<file path="src/rtl/layer0_input_packer_pkg.sv">
// Shared layer-0 constants and types, so the input packer and the generated
// neuron LUT instances agree on the input vector width.
package layer0_input_packer_pkg;

   localparam int unsigned L0_IN_WIDTH = 192;

   typedef enum logic {
      FILL,
      DISCARD
   } fill_state_e;

   function automatic int unsigned ceil_div(input int unsigned num, input int unsigned den);
      return (num + den - 1) / den;
   endfunction

endpackage

</file>
<file path="src/rtl/layer0_vec_buffer.sv">
// Two-entry ping-pong vector store: beat-granular writes into the write-side
// entry, whole-vector reads from the read-side entry with a valid/ready handshake.
module layer0_vec_buffer
   import layer0_input_packer_pkg::*;
#(
   parameter int unsigned IN_WIDTH   = L0_IN_WIDTH,
   parameter int unsigned BEAT_WIDTH = 32,
   parameter int unsigned BEATS      = ceil_div(IN_WIDTH, BEAT_WIDTH),
   parameter int unsigned IDX_W      = (BEATS > 1) ? $clog2(BEATS) : 1
) (
   input  logic                  clk,
   input  logic                  rst,
   input  logic                  beat_we,
   input  logic [IDX_W-1:0]      beat_idx,
   input  logic [BEAT_WIDTH-1:0] beat_data,
   input  logic                  commit,
   input  logic                  rd_ready,
   output logic                  rd_valid,
   output logic [IN_WIDTH-1:0]   rd_data,
   output logic [1:0]            count_next
);

   // Entries are padded to whole beats; bits above IN_WIDTH never reach the output.
   localparam int unsigned PAD_WIDTH = BEATS * BEAT_WIDTH;

   logic [PAD_WIDTH-1:0] mem_q [2];
   logic [1:0]           count_q, count_d;
   logic                 wr_ptr_q, rd_ptr_q;
   logic                 rd_fire;

   assign rd_valid   = (count_q != 2'd0);
   assign rd_fire    = rd_valid && rd_ready;
   assign rd_data    = mem_q[rd_ptr_q][IN_WIDTH-1:0];
   assign count_next = count_d;

   always_comb begin
      count_d = count_q;
      case ({commit, rd_fire})
         2'b10:   count_d = count_q + 2'd1;
         2'b01:   count_d = count_q - 2'd1;
         default: count_d = count_q;
      endcase
   end

   // The packer only writes while count < 2, so the write entry is never the
   // one being presented with rd_valid high.
   always_ff @(posedge clk or posedge rst) begin
      if (rst) begin
         mem_q[0] <= '0;
         mem_q[1] <= '0;
         count_q  <= 2'd0;
         wr_ptr_q <= 1'b0;
         rd_ptr_q <= 1'b0;
      end else begin
         if (beat_we) begin
            mem_q[wr_ptr_q][int'(beat_idx) * BEAT_WIDTH +: BEAT_WIDTH] <= beat_data;
         end
         if (commit) begin
            wr_ptr_q <= ~wr_ptr_q;
         end
         if (rd_fire) begin
            rd_ptr_q <= ~rd_ptr_q;
         end
         count_q <= count_d;
      end
   end

endmodule

</file>
<file path="src/rtl/layer0_input_packer.sv">
// Stream-to-vector front end for the layer-0 LUT array: packs fixed-width beats
// into a full input vector, with framing checks and ping-pong buffering.
module layer0_input_packer
   import layer0_input_packer_pkg::*;
#(
   parameter int unsigned IN_WIDTH   = L0_IN_WIDTH,
   parameter int unsigned BEAT_WIDTH = 32
) (
   input  logic                  clk,
   input  logic                  rst,
   input  logic                  s_valid,
   output logic                  s_ready,
   input  logic [BEAT_WIDTH-1:0] s_data,
   input  logic                  s_last,
   output logic                  m_valid,
   input  logic                  m_ready,
   output logic [IN_WIDTH-1:0]   m_data,
   output logic                  err,
   output logic [7:0]            drop_cnt
);

   localparam int unsigned BEATS = ceil_div(IN_WIDTH, BEAT_WIDTH);
   localparam int unsigned IDX_W = (BEATS > 1) ? $clog2(BEATS) : 1;
   localparam logic [IDX_W-1:0] LAST_IDX = IDX_W'(BEATS - 1);

   fill_state_e      state_q, state_d;
   logic [IDX_W-1:0] idx_q, idx_d;
   logic             s_ready_q;
   logic             err_q, err_d;
   logic [7:0]       drop_q, drop_d;
   logic             accept, at_last, beat_we, commit, drop;
   logic [1:0]       count_next;

   assign accept  = s_valid && s_ready_q;
   assign at_last = (idx_q == LAST_IDX);

   always_comb begin
      state_d = state_q;
      idx_d   = idx_q;
      beat_we = 1'b0;
      commit  = 1'b0;
      drop    = 1'b0;
      unique case (state_q)
         FILL: begin
            if (accept) begin
               beat_we = 1'b1;
               if (at_last) begin
                  idx_d = '0;
                  if (s_last) begin
                     commit = 1'b1;
                  end else begin
                     drop    = 1'b1;
                     state_d = DISCARD;
                  end
               end else if (s_last) begin
                  drop  = 1'b1;
                  idx_d = '0;
               end else begin
                  idx_d = idx_q + 1'b1;
               end
            end
         end
         DISCARD: begin
            if (accept && s_last) begin
               state_d = FILL;
            end
         end
      endcase
   end

   assign err_d  = err_q | drop;
   assign drop_d = (drop && (drop_q != 8'hff)) ? drop_q + 8'd1 : drop_q;

   // s_ready looks only at registered occupancy, so m_ready never reaches it combinationally.
   always_ff @(posedge clk or posedge rst) begin
      if (rst) begin
         state_q   <= FILL;
         idx_q     <= '0;
         s_ready_q <= 1'b0;
         err_q     <= 1'b0;
         drop_q    <= 8'd0;
      end else begin
         state_q   <= state_d;
         idx_q     <= idx_d;
         s_ready_q <= (count_next < 2'd2);
         err_q     <= err_d;
         drop_q    <= drop_d;
      end
   end

   assign s_ready  = s_ready_q;
   assign err      = err_q;
   assign drop_cnt = drop_q;

   layer0_vec_buffer #(
      .IN_WIDTH   (IN_WIDTH),
      .BEAT_WIDTH (BEAT_WIDTH),
      .BEATS      (BEATS),
      .IDX_W      (IDX_W)
   ) u_vec_buffer (
      .clk        (clk),
      .rst        (rst),
      .beat_we    (beat_we),
      .beat_idx   (idx_q),
      .beat_data  (s_data),
      .commit     (commit),
      .rd_ready   (m_ready),
      .rd_valid   (m_valid),
      .rd_data    (m_data),
      .count_next (count_next)
   );

endmodule

</file>
<file path="config.mk">
export PLATFORM = sky130hd
export DESIGN_NAME = layer0_input_packer
export DESIGN_NICKNAME = d
export VERILOG_FILES = /design/src/rtl/layer0_input_packer_pkg.sv /design/src/rtl/layer0_vec_buffer.sv /design/src/rtl/layer0_input_packer.sv
export SDC_FILE = /design/constraint.sdc
export NUM_CORES = 1
export LEC_CHECK = 0
export CAP_MARGIN = 20
export CORE_ASPECT_RATIO = 0.9
export CORE_MARGIN = 3
export CORE_UTILIZATION = 45
export CTS_CLUSTER_DIAMETER = 60
export DETAILED_ROUTE_END_ITERATION = 8
export MAX_ROUTING_LAYER = met4
export PLACE_DENSITY_LB_ADDON = 0.2
export SLEW_MARGIN = 20
export SYNTH_ARGS = -nofsm -noshare
export SYNTH_HDL_FRONTEND = slang
export SYNTH_SLANG_ARGS = --single-unit
export TNS_END_PERCENT = 30
</file>
<file path="constraint.sdc">
create_clock -name clk -period 33.8 [get_ports clk]
set_input_delay 6.76 -clock clk [delete_from_list [all_inputs] [get_ports clk]]
set_output_delay 6.76 -clock clk [all_outputs]
set_load 0.02 [all_outputs]
</file>
---- Word level (Yosys, flattened, before mapping) ----
Index checks and enable logic that the tools add are counted.
word-level totals
  register bits after elaboration ......... 402
  input port bits ......................... 37
  output and inout bits ................... 203
  word-level logic and storage cells ...... 61
operators by class
  add/sub/neg operators ................... 5
  order comparisons ....................... 4
  equal/unequal tests ..................... 4
  shift-type cells ........................ 2
  muxes and demuxes ....................... 23
  bitwise operators ....................... 6
  reductions and logical operators ........ 7
operator list
  kind                         number
  $mux W192                    4
  $bwmux W384                  1
  $demux W192 S1               1
  $shift A32 B34 Y192 const A  1
  $shiftx A32 B34 Y192         1
  $neg A8 Y34                  1
  $mux W1                      13
  $add A8 B1 Y8 const B        1
  $ne A8 B8 Y1 const B         1
  $mux W3                      2
  $logic_and A1 B1 Y1          5
  $ge A2 B2 Y1 const B         2
  $not A1 Y2                   2
  $pmux W2 S2                  1
  $add A3 B1 Y3 const B        1
  $eq A3 B3 Y1 const B         1
  $not A1 Y1                   3
  $add A2 B1 Y2 const B        1
  $eq A2 B1 Y1 const B         1
  $eq A2 B2 Y1 const B         1
  $lt A2 B1 Y1 const B         1
  $lt A2 B2 Y1 const B         1
  $pmux W1 S2                  1
  $reduce_and A2 Y1            1
  other kinds (3)              3

---- Longest topological paths before layout ----
  depth after elaboration ................. 7
  depth in mapped cells ................... 9
  gate-level depth less buffers ........... 9

---- Modules after synthesis ----
A second synthesis with hierarchy kept.
second synthesis, totals
  cells, all modules ...................... 1,236
  area, all modules ....................... 18,187.4 µm²
by module, submodules not included
  module               instances  cells an instance  area each (µm²)
  layer0_vec_buffer    1          1,172              17,495.5
  layer0_input_packer  1          64                 691.9

---- Worst setup path before layout ----
OpenSTA, ideal clock, no wires.
  path type ............................... flip-flop to output port
  start point ............................. register u_vec_buffer.rd_ptr_q
  end point ............................... output m_data[112]
  arrival time ............................ 1.426 ns
  required time ........................... 27.040 ns
  setup slack ............................. 25.614 ns
  stages on the path, launching flop included .. 4
  cells stage by stage .................... dfrtp_1 > clkbuf_1 > clkbuf_1 > mux2_2
between the ends
  cells in the longest elaborated chain, start to end .. 4
ends and longest elaborated chain
  element                                       RTL line                   source
  start, declared                               layer0_vec_buffer.sv:28    logic wr_ptr_q, rd_ptr_q;
  start signal, assigned                        layer0_vec_buffer.sv:62    rd_ptr_q <= ~rd_ptr_q;
  $not A1 Y2 (implied by the code)              layer0_vec_buffer.sv:33    assign rd_data = mem_q[rd_ptr_q][IN_WIDTH-1:0];
  $mux W192 (implied by the code) (3 in a row)  layer0_vec_buffer.sv:33
  end, declared                                 layer0_input_packer.sv:17  output logic [IN_WIDTH-1:0] m_data,
No other way between the ends. The select of a mux whose other input is x is not followed.

---- Worst setup path after layout ----
  start point ............................. register u_vec_buffer.rd_ptr_q
  end point ............................... output m_data[48]
The elaborated chain is that of the path after synthesis.

==> results.md <==
- Status: complete, no violations
- H-tree levels: 2
- Clk_lat worst skew: between 0.5 and 0.6 ns
- Hold WS: 0.468 ns
- CP Max Fanout: 74
- Number of buffers added on ports: 239
- Setup crit end: m_data[48]
- IR drop worst, VDD: approximately 0.000067 V
- Worst r2r dst: u_vec_buffer.mem_q[234]$_DFFE_PP0P_
- Max-slew violations: 0
- Worst setup EP type: output pin
- CTS max path bufs: 3
- Critical path's slowest cell: buf_4
- Hold Fails Final Rpt: 0
- Total GRT Usage: between 20% and 30%
- Worst hold path type: reg2reg
- Yosys cell types: 42
- Detailed-route DRC error count: 0
- Largest stage delay on the critical path: between 0.8 and 0.9 ns
- Vias in the first global route: approximately 11000
- Cts hold-fix bufs: 0
- Final HPWL DP: between 20 and 30 mm
- Fmax: around 96 MHz
- Place WS: between 20 and 25 ns
- Pwr dens: 89.8 nW/um^2
- Worst Tran Pin Value: 1.09 ns
- Mapped Avg Cell Area: approximately 15 sq um
- Fin crit share: between 30 and 40%
- Starting Density: 45.9%
- Design area: roughly 22000 sq um
- Row Count: between 60 and 70
- Antenna cells: 0
- Placed Instance Area: 20600 sq um
- Post-Syn Area: roughly 18000 sq um
- First-pass GRT wire length: between 60 and 70 mm
- Crit start category: register
- Top cell by count, worst path: buf_4
- CP startpoint: u_vec_buffer.rd_ptr_q$_DFFE_PP0P_
- Critical Path RT: 27.04 ns
- CP arrival: approximately 3.6 ns
- Placed cell count: approximately 1900
- Final worst setup slack: approximately 23 ns
- Share of cells above drive strength 1: 48.5%
- Syn Inst Count: 1159
- Pwr Total: 1.99 mW
- Initial antenna violation count: 0
- Number of synthesized flops with an enable pin: 0
- Reg clk slew, reported paths: 0.06 ns
- Syn_nets: 1204
- Largest net degree at the start of global routing: slightly above 100
- Clock root buffer: clkbuf_16
- Die area: 41800 sq um
- Final setup TNS: 0 ns
- Kind of critical path: reg2out
- P&R area growth vs syn: 24.8%
- Final setup fails: 0
- Post-CTS setup buffer count: 0
- Final Util: 57.3%
- Routed Antenna Nets: 0
- Gr ovfl total: 0
- Die Y: 194 microns
- Non-filler cells, final: 1936
- Post-synth ARST share: 100%
- Core ar.: roughly 39000 sq um
- TritonRoute pass-1 iters: 4
- Routed len/inst: between 20 and 25 microns
- Max_slew headroom: a little over a quarter
- Clock skew: 0.00982 ns
- Yosys Warn Count: 0
- Top FF cell, synth: dfrtp_1
- Post-synthesis sequential area ratio: approximately 57%
- Critical R2R Launch: idx_q[0]$_DFFE_PP0P_
- Nets: 1423
- CTS tree: built
- Worst path cell trace: buf_4, buf_4, mux2_2, clkdlybuf4s50_1
- Yosys reg bits: 402
- Layout fillers: roughly 3100
- RSZ-0062 raised after global routing: no
- Maxcap violations: 0
- Detailed Route WL: roughly 43 mm
- Inserted Clock Buffers: between 40 and 50
- GPL Wtd Cong: about 0.8
- Drt initial violations: ~420
- Worst R2R Path Depth: 7
- Boundary Pins: 240
- Minimum clock period: ~10 ns
- Leakage power total: roughly 11 nW
- Routed via count: a little over 10000
- FF-to-FF setup slack: about 30 ns
- Die Span X: between 200 and 250 microns
- Gates resized, CTS repair: 0
- Via density: between 5 and 6
- CTS sink cnt: 402
[synthesized netlist by cell type (5+ instances only)]
cell type	n	area share (%)
nand2_1	6	0.13
nor2_1	5	0.11
inv_1	7	0.15
mux2_4	10	0.85
dfrtp_1	402	57
mux2_2	564	36
ha_1	8	0.57
xnor2_1	5	0.25
buf_2	29	0.82
mux2_1	7	0.44
buf_6	6	0.38
nand4b_1	5	0.25
nand4_1	5	0.18
and2_1	5	0.18
nand3_1	5	0.14
clkbuf_1	50	1.1
[critical path, delay by kind of cell (launching register included)]
family   cells  cell delay (ns)
buf+inv      3             2.14
flops        1             0.43
mux          1             0.42
[report_power, final]
part           leakage [nW]  internal (mW)  switching [mW]
registers              5.41          0.636          0.0930
clock network         0.742          0.304           0.187
logic                  4.39          0.414           0.352
[sequential cells by signal, summed over array words and instances (netlist names), named ones only]
name,count
u_vec_buffer.mem_q,384
idx_q,3
s_ready,1
u_vec_buffer.wr_ptr_q,1
u_vec_buffer.count_q,1
state_q,1
u_vec_buffer.rd_ptr_q,1
err,1
drop_cnt,8
[cell usage in the layout (no fill, tap or decap), types with 6 or more instances in the layout]
cell type,netlist,routed
buf_4,3,20
clkbuf_1,50,9
clkbuf_16,0,45
clkbuf_8,0,14
clkdlybuf4s50_1,0,239
dfrtp_1,402,401
ha_1,8,8
inv_1,7,6
mux2_1,7,7
mux2_2,564,564
mux2_4,10,10
[final cells by class]
cell class / count / area (sq um) / share of cell area [%]
flip-flops and latches: 402 / 10100 / 45.5
multi-input cells: 660 / 7230 / 32.7
repair buffers: 264 / 2630 / 11.9
clock buffers: 68 / 1350 / 6.12
well taps: 525 / 657 / 2.97
clock inverters: 10 / 153 / 0.690
inverters: 7 / 33.8 / 0.153
[per-layer routing]
| layer | share of wire, % | track usage [%] |
|---|---|---|
| met3 | 3.5 | 2.74 |
| met4 | 1.9 | 5.29 |
| met5 | 0 | - |
| met2 | 48 | 33.4 |
| met1 | 47 | 28.7 |
[kinds of logic after synthesis]
kind of cell | after synthesis | share of synthesized area (%)
flops | 402 | 56.8
mux | 581 | 37.1
compound gates | 12 | 0.487
simple gates | 52 | 2.10
xor+xnor | 7 | 0.346
fa+ha+maj | 8 | 0.565
buf+inv | 97 | 2.58
[how the worst min path moves through the flow]
stage / from / to / slack (ns) / cells past startpoint
floorplan: u_vec_buffer.mem_q[88]$_DFFE_PP0P_ / u_vec_buffer.mem_q[88]$_DFFE_PP0P_ / 0.45 / 1
global placement: err$_DFF_PP0_ / err$_DFF_PP0_ / 0.46 / 1
detailed placement: err$_DFF_PP0_ / err$_DFF_PP0_ / 0.46 / 1
CTS: err$_DFF_PP0_ / err$_DFF_PP0_ / 0.47 / 1
global route: err$_DFF_PP0_ / err$_DFF_PP0_ / 0.50 / 1
finish: err$_DFF_PP0_ / err$_DFF_PP0_ / 0.47 / 1
(Power assumes the default switching activity.)
